`src/rtl/cdc_pulse_feeder_if.sv`:
```
// Source-domain signal bundle between an event producer, the pulse feeder and
// the handshake pulse synchronizer.
interface cdc_pulse_feeder_if #(
   parameter int CNT_W = 8
);
   logic             s_event_in;
   logic             s_busy;
   logic             s_clr_err;
   logic             s_pulse_out;
   logic [CNT_W-1:0] s_pending;
   logic             s_overflow;
   logic             s_timeout_err;

   modport master (
      input  s_event_in,
      input  s_busy,
      input  s_clr_err,
      output s_pulse_out,
      output s_pending,
      output s_overflow,
      output s_timeout_err
   );

   modport slave (
      output s_event_in,
      output s_busy,
      output s_clr_err,
      input  s_pulse_out,
      input  s_pending,
      input  s_overflow,
      input  s_timeout_err
   );
endinterface

```
`src/rtl/cdc_pulse_feeder.sv`:
```
// Queues incoming event pulses and feeds them one at a time to the handshake
// pulse synchronizer, only while it reports not-busy.
module cdc_pulse_feeder #(
   parameter int CNT_W  = 8,
   parameter int TO_CYC = 64
) (
   input  logic                s_clk,
   input  logic                s_rst,
   cdc_pulse_feeder_if.master  bus
);

   localparam int               TO_W    = (TO_CYC > 1) ? $clog2(TO_CYC) : 1;
   localparam logic [TO_W-1:0]  TO_LAST = TO_W'(TO_CYC - 1);
   localparam logic [CNT_W-1:0] CNT_MAX = '1;

   typedef enum logic [1:0] {
      IDLE,
      ISSUE,
      WAIT_HI,
      WAIT_LO
   } state_t;

   state_t           state;
   logic [CNT_W-1:0] count;
   logic [TO_W-1:0]  to_cnt;
   logic             pulse_r;
   logic             ovf_r;
   logic             to_r;

   logic             inc;
   logic             dec;
   logic             ovf_set;
   logic             to_hit;

   assign inc     = bus.s_event_in;
   assign dec     = (state == IDLE) && (count != '0) && !bus.s_busy;
   assign ovf_set = inc && !dec && (count == CNT_MAX);
   assign to_hit  = (TO_CYC != 0) && (state == WAIT_HI) && !bus.s_busy &&
                    (to_cnt == TO_LAST);

   // A timed-out issue is not re-queued; the event counts as delivered.
   always_ff @(posedge s_clk) begin
      if (s_rst) begin
         state   <= IDLE;
         count   <= '0;
         to_cnt  <= '0;
         pulse_r <= 1'b0;
         ovf_r   <= 1'b0;
         to_r    <= 1'b0;
      end else begin
         pulse_r <= 1'b0;
         case (state)
            IDLE: begin
               if (dec) begin
                  state   <= ISSUE;
                  pulse_r <= 1'b1;
               end
            end
            ISSUE: begin
               state  <= WAIT_HI;
               to_cnt <= '0;
            end
            WAIT_HI: begin
               if (bus.s_busy) begin
                  state <= WAIT_LO;
               end else if (to_hit) begin
                  state <= IDLE;
               end else begin
                  to_cnt <= to_cnt + TO_W'(1);
               end
            end
            WAIT_LO: begin
               if (!bus.s_busy) begin
                  state <= IDLE;
               end
            end
            default: state <= IDLE;
         endcase

         if (inc && !dec) begin
            if (count != CNT_MAX) begin
               count <= count + CNT_W'(1);
            end
         end else if (dec && !inc) begin
            count <= count - CNT_W'(1);
         end

         // A fresh set condition outranks a same-cycle clear.
         if (ovf_set) begin
            ovf_r <= 1'b1;
         end else if (bus.s_clr_err) begin
            ovf_r <= 1'b0;
         end

         if (to_hit) begin
            to_r <= 1'b1;
         end else if (bus.s_clr_err) begin
            to_r <= 1'b0;
         end
      end
   end

   assign bus.s_pulse_out   = pulse_r;
   assign bus.s_pending     = count;
   assign bus.s_overflow    = ovf_r;
   assign bus.s_timeout_err = to_r;

endmodule
```
`src/flat_wrapper.sv`:
```
// flat-port wrapper written by rule: the top's interface ports become plain ports
module cdc_pulse_feeder_flat 
#(
   parameter int CNT_W  = 8,
   parameter int TO_CYC = 64
)
  (s_clk, s_rst, bus_s_event_in, bus_s_busy, bus_s_clr_err, bus_s_pulse_out, bus_s_pending, bus_s_overflow, bus_s_timeout_err);
  cdc_pulse_feeder_if #(.CNT_W(CNT_W)) bus_i ();
  input  logic s_clk;
  input  logic s_rst;
  input wire logic [$bits(bus_i.s_event_in)-1:0] bus_s_event_in;
  input wire logic [$bits(bus_i.s_busy)-1:0] bus_s_busy;
  input wire logic [$bits(bus_i.s_clr_err)-1:0] bus_s_clr_err;
  output wire logic [$bits(bus_i.s_pulse_out)-1:0] bus_s_pulse_out;
  output wire logic [$bits(bus_i.s_pending)-1:0] bus_s_pending;
  output wire logic [$bits(bus_i.s_overflow)-1:0] bus_s_overflow;
  output wire logic [$bits(bus_i.s_timeout_err)-1:0] bus_s_timeout_err;
  assign bus_i.s_event_in = bus_s_event_in;
  assign bus_i.s_busy = bus_s_busy;
  assign bus_i.s_clr_err = bus_s_clr_err;
  assign bus_s_pulse_out = bus_i.s_pulse_out;
  assign bus_s_pending = bus_i.s_pending;
  assign bus_s_overflow = bus_i.s_overflow;
  assign bus_s_timeout_err = bus_i.s_timeout_err;
  cdc_pulse_feeder #(.CNT_W(CNT_W), .TO_CYC(TO_CYC)) u_core (.s_clk(s_clk), .s_rst(s_rst), .bus(bus_i));
endmodule
```
`config.mk`:
```
export PLATFORM = sky130hd
export DESIGN_NAME = cdc_pulse_feeder_flat
export DESIGN_NICKNAME = d
export VERILOG_FILES = /design/src/rtl/cdc_pulse_feeder_if.sv /design/src/rtl/cdc_pulse_feeder.sv /design/src/flat_wrapper.sv
export SDC_FILE = /design/constraint.sdc
export NUM_CORES = 1
export LEC_CHECK = 0
export CAP_MARGIN = 20
export CORE_MARGIN = 5
export CORE_UTILIZATION = 61
export CTS_CLUSTER_DIAMETER = 80
export CTS_CLUSTER_SIZE = 30
export DETAILED_ROUTE_END_ITERATION = 16
export DONT_BUFFER_PORTS = 1
export GPL_ROUTABILITY_DRIVEN = 0
export PLACE_DENSITY = 0.88
export SYNTH_ARGS = -nofsm -noshare
export SYNTH_HDL_FRONTEND = slang
export SYNTH_SLANG_ARGS = --single-unit
```
`constraint.sdc`:
```
create_clock -name s_clk -period 3.5 [get_ports s_clk]
set_input_delay 0.875 -clock s_clk [delete_from_list [all_inputs] [get_ports s_clk]]
set_output_delay 0.875 -clock s_clk [all_outputs]
set_load 0.03 [all_outputs]
```
## Word level (Yosys, flattened, before mapping)

Cells that the tools add are included.

- Add/subtract/negate cells: 3
- Equal/unequal tests: 12
- Mux-type cells: 15
- Bitwise operators: 1
- Reduce and logical (&&, ||, !) cells: 20

Operators by type and width:

| operator | number |
|---|---|
| $mux 8 | 3 |
| $mux 6 | 2 |
| $pmux 6 s2 | 1 |
| $add 8x1->8 const B | 1 |
| $eq 8x8->1 const B | 1 |
| $mux 2 | 4 |
| $ne 2x2->1 const B | 4 |
| $ne 8x8->1 const B | 1 |
| $pmux 2 s4 | 1 |
| $reduce_bool 2->1 | 4 |
| $reduce_bool 8->1 | 1 |
| $sub 8x1->8 const B | 1 |
| $logic_and 1x1->1 | 7 |
| $add 6x1->6 const B | 1 |
| $eq 6x6->1 const B | 1 |
| $reduce_and 3->1 | 2 |
| $eq 2x2->1 const B | 2 |
| $mux 1 | 4 |
| $logic_not 1->1 | 3 |
| $ne 3x2->1 const B | 1 |
| $eq 2x1->1 const B | 1 |
| $logic_not 2->1 | 1 |
| $ne 2x1->1 const B | 1 |
| $reduce_and 2->1 | 1 |
| other kinds (2) | 2 |

- Register bits after elaboration: 19
- Input bits: 5
- Output and inout port bits: 11
- Word-level logic and storage cells: 57

## Logic depth before layout (Yosys ltp)

Gate-level depths: netlist of run 1.

- Depth after elaboration: 7
- Gate-level depth with buffers: 9
- Mapped depth without buffers: 9

## Worst setup path after synthesis of run 1

OpenSTA, ideal clock, no wires.

- Kind: input to register
- From: input port bus_s_busy
- To: register u_core.count[7] (netlist: u_core.bus.s_pending[7])
- Library setup time: 0.121 ns
- Arrival: 2.846 ns
- Required time: 3.379 ns
- Setup slack: 0.533 ns
- Stages: 8
- Path buffers: 0
- Cell sequence: a2111o_1 > nand2_1 > ha_1 > a211oi_1 > o21ai_0 > a31oi_1 > mux2i_1 > mux2_2

- Word-level cells in the longest chain between the ends: 6
- Elaborated cells on any way between the ends: 9
- Those cells by class: eq/ne (1); mux (1); reduce/logical (7)

RTL lines:

| element | RTL line | source |
|---|---|---|
| start: declaration | flat_wrapper.sv:12 | `input wire logic [$bits(bus_i.s_busy)-1:0] bus_s_busy;` |
| $logic_not 1->1 * | cdc_pulse_feeder.sv:36 | `assign dec = (state == IDLE) && (count != '0) && !bus.s_busy;` |
| $logic_and 1x1->1 * | cdc_pulse_feeder.sv:36 |  |
| $logic_not 1->1 | cdc_pulse_feeder.sv:80 | `if (inc && !dec) begin` |
| $logic_and 1x1->1 | cdc_pulse_feeder.sv:80 |  |
| $ne 2x2->1 (no line) / $reduce_bool 2->1 (equally long branches) | - |  |
| $reduce_and 2->1 (no line) | - |  |
| end signal: assignment | cdc_pulse_feeder.sv:82 | `count <= count + CNT_W'(1);` |
| end signal: assignment | cdc_pulse_feeder.sv:85 | `count <= count - CNT_W'(1);` |
| end: declaration | cdc_pulse_feeder.sv:24 | `logic [CNT_W-1:0] count;` |

Every way passes the cells marked *; elsewhere a longest branch is shown, timed or not.
A chain may end at the register's enable or synchronous reset.

## Worst setup path after layout of run 1

- From: register u_core.count[7] (netlist: u_core.bus.s_pending[7])
- To: register u_core.count[7] (netlist: u_core.bus.s_pending[7])

- Word-level cells in the longest chain between the ends: 7
- Elaborated cells on any way between the ends: 15
- Those cells by class: add/sub (2); eq/ne (2); mux (3); reduce/logical (8)

RTL lines:

| element |
|---|
| branches (longest 7 deep; another with $sub 8x1->8) |

Several ways; the timed one is not identified. The select of a mux whose other input is x is not followed.

==> flow_summary_export.csv, run 1 <==
group,metric,value,unit
global_routing,global_route.usage.met2,32.0,%
synth,post_synth_and_or_nand_nor_area_fraction,18.8,%
setup_path,worst-endpoint-arrival,3360,ps
sta,finalCriticalPeriod,3170,ps
clock_tree,clock-sinks,19,
layout,stdcell_count,155,
sta,timing.hold.ws,541,ps
placement,port_buffers,0,
job,timing.max_cap.violations,0,
die,dieArea,2740,sq um
setup_path,worst_setup_path_start_kind,"flip-flop",
setup_path,path_max_fanout,8,
layout,layout-drive-gt1-share,10.8,%
synth,syn-cell-area,1090,sq um
pwr,final_total_pwr,957,uW
global_routing,met3_usage,6.84,%
setup_path,worst-setup-path-type,"flip-flop to flip-flop",
synth,ys.warnings.count,0,
run_status,result_of_the_run,"completed",
clock_tree,cts-buffers-inserted,3,
synth,netlist_top_cells_area,"sky130_fd_sc_hd__dfxtp_1 (35%), sky130_fd_sc_hd__ha_1 (9.2%), sky130_fd_sc_hd__nor2_1 (7.2%)",
layout,layout.area.seq,380,sq um
drt,dr.first_iter.drc_count,10,
sta,fin_setup_tns,0,ps
synth,synth-seq-cells,19,
synth,yosysUniqueCellTypes,35,
drt,detailroute.via_count,933,
layout,final_cell_area,1190,sq um
synth,synth_async_reset_ratio,0,%
global_routing,grt_util_all_layers,19.0,%
setup_path,reg2reg_slack,330,ps
global_routing,gr_busiest_metal,"met2",
setup_path,logic_depth_of_the_worst_register_to_register_path,9,
sta,worst-slew-pin-transition,523,ps
layout,multi_input_area,686,sq um
drt,drt_drc,0,
sta,timing.final.hold_violations,0,
synth,syn-instance-count,121,
synth,synth.area.mux_share,8.59,%
die,floorplan.io_pins,16,
die,core_area,1710,sq um
setup_path,critPathRequiredTime,3690,ps
drt,wl_per_cell,14.6,um
clock_tree,clock_pin_slew_of_the_registers_on_the_worst_case_setup_and_hold_paths,100,ps
clock_tree,clkLatencyLatePin,290,ps
clock_tree,ctsResizeCount,0,
synth,ys.flop_type,"sky130_fd_sc_hd__dfxtp_1",
setup_path,rr_startpoint,"u_core.bus.s_pending[7]$_SDFFE_PP0P_",
global_routing,grt.overflow.total,0,
clock_tree,tritoncts,"done",
setup_path,crit-reg2reg-capture,"u_core.bus.s_pending[7]$_SDFFE_PP0P_",
clock_tree,clk_root_buffer_cell,"sky130_fd_sc_hd__clkbuf_4",
synth,post_synth_xor_area_fraction,7.22,%
synth,synth_adder_area_share,11.0,%
layout,fin_nets,145,
synth,synth_enable_flop_cells,0,
pwr,vdd.ir_drop.worst,0.000423,V
synth,most_instantiated_library_cell_after_synthesis,"sky130_fd_sc_hd__nor2_1",
pwr,power.static_leakage,0.516,nW
sta,timing.final.max_slew_violations,0,
clock_tree,cts_max_level,1,
layout,n_diodes,0,
die,die_height,52.3,um
sta,setup_violations,0,
synth,share_of_the_synthesized_area_in_compound_gates_ao_oa_aoi_oai,17.2,%
global_routing,grt_pass1_wl,3920,um
sta,clock.fmax,316,MHz
synth,synth_area_per_cell,9.03,sq um
global_routing,antenna_found_initial,0,
die,die_width,52.3,um
global_routing,grt.met1_usage,22.7,%
global_routing,grt_max_degree,18,
synth,yosysTopAreaCellShare,34.8,%
setup_path,setup.worst_path.end_class,"flip-flop",
min_path,worst_hold_endpoint,"u_core.state[0]$_SDFFE_PP0P_",
drt,final_antenna_net_count,0,
min_path,holdPathStages,2,
die,initial_util,64.0,%
layout,n_fill_cell,135,
drt,drt_wl_total,2260,um
synth,synth.cells.most_frequent,"sky130_fd_sc_hd__nor2_1 (21), sky130_fd_sc_hd__dfxtp_1 (19), sky130_fd_sc_hd__ha_1 (8)",
drt,drt_first_pass_iters,4,
sta,post-route-period-util,90.5,%
global_routing,grt_pass1_vias,909,
drt,avgViaCountPerCell,6.02,
sta,rsz0062_at_grt,"no",
pwr,pwrdens,801,nW/um^2
layout,flow.area_growth_from_synthesis,9.39,%
sta,skew,1.94,ps
synth,yosysSeqAreaShare,34.8,%
placement,numPlacedInstances,151,
synth,netlist.top_cell.by_area,"sky130_fd_sc_hd__dfxtp_1",
placement,post_dp_cell_area,1170,sq um
clock_tree,cts.repair_timing.setup_buffer_count,0,
clock_tree,clock_path_buffers,2,
synth,dominant_combinational_cell_family_by_area_after_synthesis,"simple AND/OR/NAND/NOR gates",
die,placement_rows,15,
placement,detailed_place_hpwl,1810,um
sta,slew_headroom,65.0,%
min_path,min-delay-start,"u_core.state[1]$_SDFFE_PP0P_",
clock_tree,ctsHoldBuffers,0,
min_path,min_path_type,"flip-flop to flip-flop",
synth,syn_nets,135,
==> placed cells by master, fill, tap and decap left out, drive strengths merged <==
master	count
a2111o	1
a211oi	2
a21o	2
a21oi	7
a22oi	2
a31oi	3
a32oi	1
and3	2
and4	1
buf	7
clkbuf	4
dfxtp	19
fa	1
ha	8
inv	5
mux2	1
mux2i	7
nand2	4
nand4	2
nor2	21
nor2b	3
nor3b	1
nor4	3
nor4b	1
o2111ai	3
o211ai	1
o21ai	4
o21bai	1
o31ai	1
or2	1
or3b	2
xnor2	3
xor2	6
==> worst max-delay path, cell delays in order, from the launching register on <==
cell                       delay, ps
sky130_fd_sc_hd__dfxtp_1         460
sky130_fd_sc_hd__nor4_1          420
sky130_fd_sc_hd__a2111o_1        340
sky130_fd_sc_hd__nand2_1         240
sky130_fd_sc_hd__ha_1            350
sky130_fd_sc_hd__a211oi_1        240
sky130_fd_sc_hd__o21ai_0         170
sky130_fd_sc_hd__a31oi_1         260
sky130_fd_sc_hd__mux2i_1         240
sky130_fd_sc_hd__mux2_2          340
==> sequential cells by signal (all words and copies together) (netlist names) <==
register / cells
u_core.bus.s_overflow: 1
u_core.bus.s_pulse_out: 1
u_core.bus.s_pending: 8
u_core.bus.s_timeout_err: 1
u_core.state: 2
u_core.to_cnt: 6
==> worst max-delay path by stage <==
stage | start | endpoint | cells after the start | slack, ps
after floorplan | bus_s_busy | u_core.bus.s_pending[7]$_SDFFE_PP0P_ | 8 | 530
after global placement | bus_s_busy | u_core.bus.s_pending[7]$_SDFFE_PP0P_ | 8 | 440
after detailed placement | bus_s_busy | u_core.bus.s_pending[7]$_SDFFE_PP0P_ | 8 | 290
after CTS | u_core.bus.s_pending[7]$_SDFFE_PP0P_ | u_core.bus.s_pending[7]$_SDFFE_PP0P_ | 9 | 330
after global routing | u_core.bus.s_pending[7]$_SDFFE_PP0P_ | u_core.bus.s_pending[7]$_SDFFE_PP0P_ | 9 | 170
final | u_core.bus.s_pending[7]$_SDFFE_PP0P_ | u_core.bus.s_pending[7]$_SDFFE_PP0P_ | 9 | 330
==> per-stage QoR <==
step	worst slack (ps)	util, %
4_1_cts	326	70.0
6_report	331	70.0
2_1_floorplan	533	-
3_3_place_gp	439	68.4
5_1_grt	171	70.0
3_5_place_dp	291	68.4
==> layer usage <==
| metal | part of all wire (%) | vias to the layer above |
|---|---|---|
| met5 | 0 | - |
| met4 | 0.84 | 0 |
| met3 | 6.6 | 2 |
| met2 | 48 | 24 |
| met1 | 45 | 448 |
| li1 | - | 459 |
==> area by class of cell <==
class                           instances  share of cell area [%]
Tap cell                               25                    2.62
Inverter                                5                    1.57
Sequential cell                        19                    31.8
Timing Repair Buffer                    7                    4.40
Clock buffer                            4                    2.20
Multi-Input combinational cell         95                    57.4
==> report_power, final <==
group / internal, mW / switching (mW) / leakage (nW)
logic: 0.230 / 0.319 / 0.346
clock network: 0.0444 / 0.0628 / 0.0150
registers: 0.259 / 0.0416 / 0.155
total: 0.533 / 0.424 / 0.516
==> kinds of logic after synthesis <==
kind of cell / Yosys count
adders and majority gates: 9
AOI/OAI and AO/OA: 28
and+or+nand+nor: 41
xor gates and xnor gates: 9
muxes: 8
DFF: 19
buffers and inverters: 7
(Power assumes the default switching activity.)
==> run 2, diff against run 1 <==
SKIP_CTS_REPAIR_TIMING = 1   (was unset)
TNS_END_PERCENT = 100   (was unset)
==> results of run 2 <==
Final layout, timing and power as in run 1 (identical DEF).
==> run 3, diff against run 2 <==
CORE_UTILIZATION = 65   (was 61)
PLACE_DENSITY = 0.92   (was 0.88)
clock period = 3.96 ns   (was 3.5 ns; I/O delays follow)
==> flow_summary_export.csv, run 3 (synthesis results as in run 1) <==
group,metric,value,unit
min_path,min_path_type,"flip-flop to flip-flop",
drt,final_antenna_net_count,0,
sta,timing.final.hold_violations,0,
pwr,vdd.ir_drop.worst,0.000433,V
setup_path,worst-setup-path-type,"flip-flop to flip-flop",
clock_tree,clock_path_buffers,2,
setup_path,logic_depth_of_the_worst_register_to_register_path,9,
sta,finalCriticalPeriod,3270,ps
drt,avgViaCountPerCell,6.58,
job,timing.max_cap.violations,0,
clock_tree,clkLatencyLatePin,310,ps
setup_path,worst_path_dominant_cell_family,"compound AO/OA/AOI/OAI gates",
clock_tree,cts-buffers-inserted,3,
layout,fin_nets,139,
layout,layout_commonest_cell,"sky130_fd_sc_hd__nor2_1",
min_path,holdPathStages,2,
die,placement_rows,14,
setup_path,reg2reg_slack,690,ps
setup_path,critical_path.n_buffers_inverters,0,
min_path,min-delay-start,"u_core.to_cnt[4]$_SDFFE_PP0P_",
setup_path,rr_startpoint,"u_core.bus.s_pending[3]$_SDFFE_PP0P_",
die,die_height,51.0,um
global_routing,antenna_found_initial,0,
layout,n_diodes,0,
placement,port_buffers,0,
drt,drt_wl_total,2310,um
sta,clock.fmax,305,MHz
sta,rsz0062_at_grt,"no",
setup_path,crit-reg2reg-capture,"u_core.bus.s_pending[7]$_SDFFE_PP0P_",
setup_path,crit_path_max_incr_delay,640,ps
setup_path,critPathRequiredTime,4170,ps
setup_path,worst-endpoint-arrival,3490,ps
die,floorplan.io_pins,16,
min_path,worst_hold_endpoint,"u_core.to_cnt[4]$_SDFFE_PP0P_",
drt,drt_drc,0,
setup_path,crit_path_cell_trace,"nor4_1 > a2111o_1 > nand2_1 > ha_1 > a211oi_1 > o21ai_0 > a31oi_1 > mux2i_1 > mux2_2",
setup_path,worst_setup_path_start_kind,"flip-flop",
clock_tree,clk_root_buffer_cell,"sky130_fd_sc_hd__clkbuf_4",
clock_tree,clock-sinks,19,
clock_tree,clock_pin_slew_of_the_registers_on_the_worst_case_setup_and_hold_paths,120,ps
sta,fin_setup_tns,0,ps
layout,number_of_flip_flops_in_the_largest_register,8,
clock_tree,cts_max_level,1,
run_status,result_of_the_run,"completed",
setup_path,setup.worst_path.end_class,"flip-flop",
clock_tree,tritoncts,"done",
placement,detailed_place_hpwl,1760,um
setup_path,crit_slowest_cell,"sky130_fd_sc_hd__dfxtp_1",
sta,worst-slew-pin-transition,584,ps
layout,flow.area_growth_from_synthesis,4.35,%
drt,dr.first_iter.drc_count,21,
die,die_width,51.0,um
global_routing,grt.overflow.total,0,
die,initial_util,70.9,%
setup_path,path_max_fanout,8,
drt,wl_per_cell,16.5,um
layout,final_cell_mix,"sky130_fd_sc_hd__nor2_1 (21), sky130_fd_sc_hd__dfxtp_1 (19), sky130_fd_sc_hd__ha_1 (8), sky130_fd_sc_hd__a21oi_1 (7)",
drt,detailroute.via_count,921,
sta,slew_headroom,60.9,%
sta,post-route-period-util,82.7,%
sta,skew,17.3,ps
die,core_area,1540,sq um
global_routing,grt_util_all_layers,19.2,%
global_routing,grt_pass1_wl,4020,um
pwr,pwrdens,727,nW/um^2
sta,final.setup.worst_slack,686,ps
layout,layout-drive-gt1-share,7.26,%
pwr,power.static_leakage,0.488,nW
drt,drt_first_pass_iters,4,
placement,dp_slack,649,ps
sta,timing.final.max_slew_violations,0,
die,dieArea,2600,sq um
sta,setup_violations,0,
global_routing,grt_pass1_vias,908,
global_routing,grt_max_degree,18,
[run 3: changes by cell type in the layout (fill, tap and decap cells not counted)]
cell / previous run / this run
sky130_fd_sc_hd__clkbuf_1: 1 / 0
sky130_fd_sc_hd__buf_4: 7 / 1
sky130_fd_sc_hd__clkinv_2: 0 / 1
[run 3: worst min-delay path, stage by stage (launching register included)]
cell,delay [ps]
sky130_fd_sc_hd__dfxtp_1,370
sky130_fd_sc_hd__xor2_1,70
sky130_fd_sc_hd__nor2_1,70
[run 3: layer usage]
metal | vias to the layer above | track usage (%) | wire, um | part of all wire [%]
li1 | 448 | - | - | -
met5 | - | 0 | 0 | 0
met4 | 0 | 6.38 | 43 | 1.9
met2 | 28 | 31.6 | 1120 | 48
met1 | 441 | 24.2 | 1030 | 44
met3 | 4 | 4.94 | 124 | 5.4
[run 3: worst max path at each step]
stage                                          from                              endpoint  slack [ps]  cells after the start
2_1_floorplan                            bus_s_busy  u_core.bus.s_pending[7]$_SDFFE_PP0P_         880                      8
3_3_place_gp                             bus_s_busy  u_core.bus.s_pending[7]$_SDFFE_PP0P_         770                      8
4_1_cts        u_core.bus.s_pending[3]$_SDFFE_PP0P_  u_core.bus.s_pending[7]$_SDFFE_PP0P_         710                      9
5_1_grt        u_core.bus.s_pending[3]$_SDFFE_PP0P_  u_core.bus.s_pending[7]$_SDFFE_PP0P_         530                      9
3_5_place_dp                             bus_s_busy  u_core.bus.s_pending[7]$_SDFFE_PP0P_         650                      8
6_report       u_core.bus.s_pending[3]$_SDFFE_PP0P_  u_core.bus.s_pending[7]$_SDFFE_PP0P_         690                      9
[run 3: area by class of cell]
type | instances | area, sq um
flip-flops and latches | 19 | 380
inverters | 5 | 18.8
repair buffers | 1 | 7.51
multi-input cells | 95 | 686
fillers | 109 | 402
clock buffers | 3 | 22.5
clock inverters | 1 | 5.00
well taps | 16 | 20.0
[run 3: report_power, final]
group | internal, mW | total (mW) | switching [mW]
Sequential | 0.229 | 0.330 | 0.101
Clock | 0.0377 | 0.0974 | 0.0597
Combinational | 0.179 | 0.401 | 0.223
[run 3: through the flow]
| step | hold slack (ps) | cells | utilization (%) | total power, mW | cell area (sq um) |
|---|---|---|---|---|---|
| floorplan | 472 | 121 | - | 0.642 | 1090 |
| global placement | 493 | 136 | 72.2 | 0.698 | 1110 |
| detailed placement | 508 | 136 | 72.2 | 0.727 | 1110 |
| CTS | 528 | 140 | 73.9 | 0.824 | 1140 |
| global route | 556 | 140 | 73.9 | 0.888 | 1140 |
| finish | 534 | 140 | 73.9 | 0.828 | 1140 |
==> edit: new RTL, config.mk and constraints of run 2 <==
Re-encode `state_t` (4 states) as one-hot, 4 bits wide.
--- a/src/rtl/cdc_pulse_feeder.sv
+++ b/src/rtl/cdc_pulse_feeder.sv
@@ -13,11 +13,11 @@
    localparam logic [TO_W-1:0]  TO_LAST = TO_W'(TO_CYC - 1);
    localparam logic [CNT_W-1:0] CNT_MAX = '1;
 
-   typedef enum logic [1:0] {
-      IDLE,
-      ISSUE,
-      WAIT_HI,
-      WAIT_LO
+   typedef enum logic [3:0] {
+      IDLE    = 4'b0001,
+      ISSUE   = 4'b0010,
+      WAIT_HI = 4'b0100,
+      WAIT_LO = 4'b1000
    } state_t;
 
    state_t           state;
Behaviour: no difference found for any inputs over 10 cycles, from zero or initial values and one cycle with s_rst high; not proved beyond that.
==> edit against run 2 <==
Sequential cell count rose by 2; setup slack improved by 32 ps; via count rose by 17%; utilization fell by 1.2 points; combinational power rose by 13%; cell area rose by 15%; routed wire length rose by 25%; power rose by 14%; area after synthesis rose by 19%.
==> edit: results (changes against run 2) <==
Slew @ Worst Pin=423 ps (-99.8 ps); antenna violations before repair=0 (unchanged); Num CTS Buffers=3 (unchanged); Worst VDD drop=0.462 mV (+9.1%); R2R setup slack=360 ps (+30 ps); Synth Net Count=160 (+19%); vias in the first global route=1087 (+20%); share of post-route cells with drive strength above 1=0.112 (+0.00415); Routed WL per cell=15.8 um (+8.6%); Clock Skew=6.61 ps (+4.67 ps); Commonest cells post-synth=dfxtp_1, nor2_1, inv_1; H-tree depth=1 (unchanged); port bufs=0 (unchanged); Worst Hold Class=reg -> reg; Clk Latency, worst-skew pair=roughly 300 ps; iteration count of the initial detailed-routing pass=4 (unchanged); final wirelength=2840 um (+25%); sequential cell area fraction in the yosys report=0.324 (-0.0245); leakage power=0.557 nW (+7.9%); crit path max fanout=7 (-1); nets@finish=166 (+14%); detailed placer's ending HPWL=2160 um (+19%); Initial DRC Count=12 (+2); Vias/cell=6.12 (+1.7%); CP max stage delay=500 ps (+40 ps); Root Buffer=clkbuf_4; Slowest-stage cell, CP=or4_4; worst-case clock buffer depth=2 (unchanged); Placed Instances=175 (+16%); gr usage total=0.188 (-0.00256); clock edge transition at the registers on the reported setup and hold paths=about 110 ps; Mean Syn Cell Area=8.84 sq um (-2.1%); first-pass GRT wire length=4820 um (+23%); outcome=finished clean; CP arrival=3330 ps (-30 ps); distinct cell type count after synthesis=47 (+34%); largest net degree at the start of global routing=20 (+2); Cell Area, Placed=1350 sq um (+16%); Synth area leaders=dfxtp_1, ha_1, nor2_1, mux2i_1, nor2b_1
edit: changes by cell type in the layout (fill, tap and decap cells not counted), sizes merged, moves of 4 or more:
| cell | change |
|---|---|
| nand3 | +5 |
| inv | +4 |
| nor3 | +4 |
| or3 | +4 |
| xor2 | -4 |
edit: kinds of logic after synthesis:
kind of cell / count (synthesis) / share of synthesized area
adders and majority gates: 8 / 0.0828
AOI/OAI and AO/OA: 36 / 0.198
DFF: 21 / 0.324
muxes: 9 / 0.0800
xor gates and xnor gates: 5 / 0.0337
and+or+nand+nor: 54 / 0.234
buffers and inverters: 14 / 0.0472
edit: metrics by stage:
step | hold slack, ps | setup WS (ps) | util
2_1_floorplan | 456 | 524 | -
3_3_place_gp | 468 | 520 | 0.674
3_5_place_dp | 480 | 407 | 0.674
4_1_cts | 496 | 381 | 0.688
5_1_grt | 550 | 167 | 0.688
6_report | 500 | 363 | 0.688
edit: critical path, delay by kind of cell, from the launching register on:
family	cells	cell delay, ps
adders and majority gates	1	340
DFF	1	470
muxes	2	570
and+or+nand+nor	2	750
AOI/OAI and AO/OA	4	910
edit: worst paths after layout:
kind,from,end,depth (start not counted)
worst max-delay path,u_core.bus.s_pending[6],u_core.bus.s_pending[7],9
worst min-delay path,u_core.to_cnt[4],u_core.to_cnt[4],2
worst max register to register,u_core.bus.s_pending[6],u_core.bus.s_pending[7],9
worst min register to register,u_core.to_cnt[4],u_core.to_cnt[4],2
edit: per-layer routing:
layer	track usage	routed length [um]
met5	0	0
met4	0.0983	73
met3	0.0302	82
met2	0.336	1500
met1	0.211	1180
edit: layout make-up:
cell class | count | area (sq um)
fillers | 173 | 626
repair buffers | 6 | 45.0
inverters | 9 | 33.8
clock buffers | 4 | 26.3
flip-flops and latches | 21 | 420
well taps | 27 | 33.8
multi-input cells | 112 | 817
edit: report_power, final:
group | total [mW] | switching [mW] | internal, mW
Sequential | 0.353 | 0.0675 | 0.286
Clock | 0.119 | 0.0744 | 0.0444
Combinational | 0.618 | 0.342 | 0.276
Total | 1.09 | 0.484 | 0.606
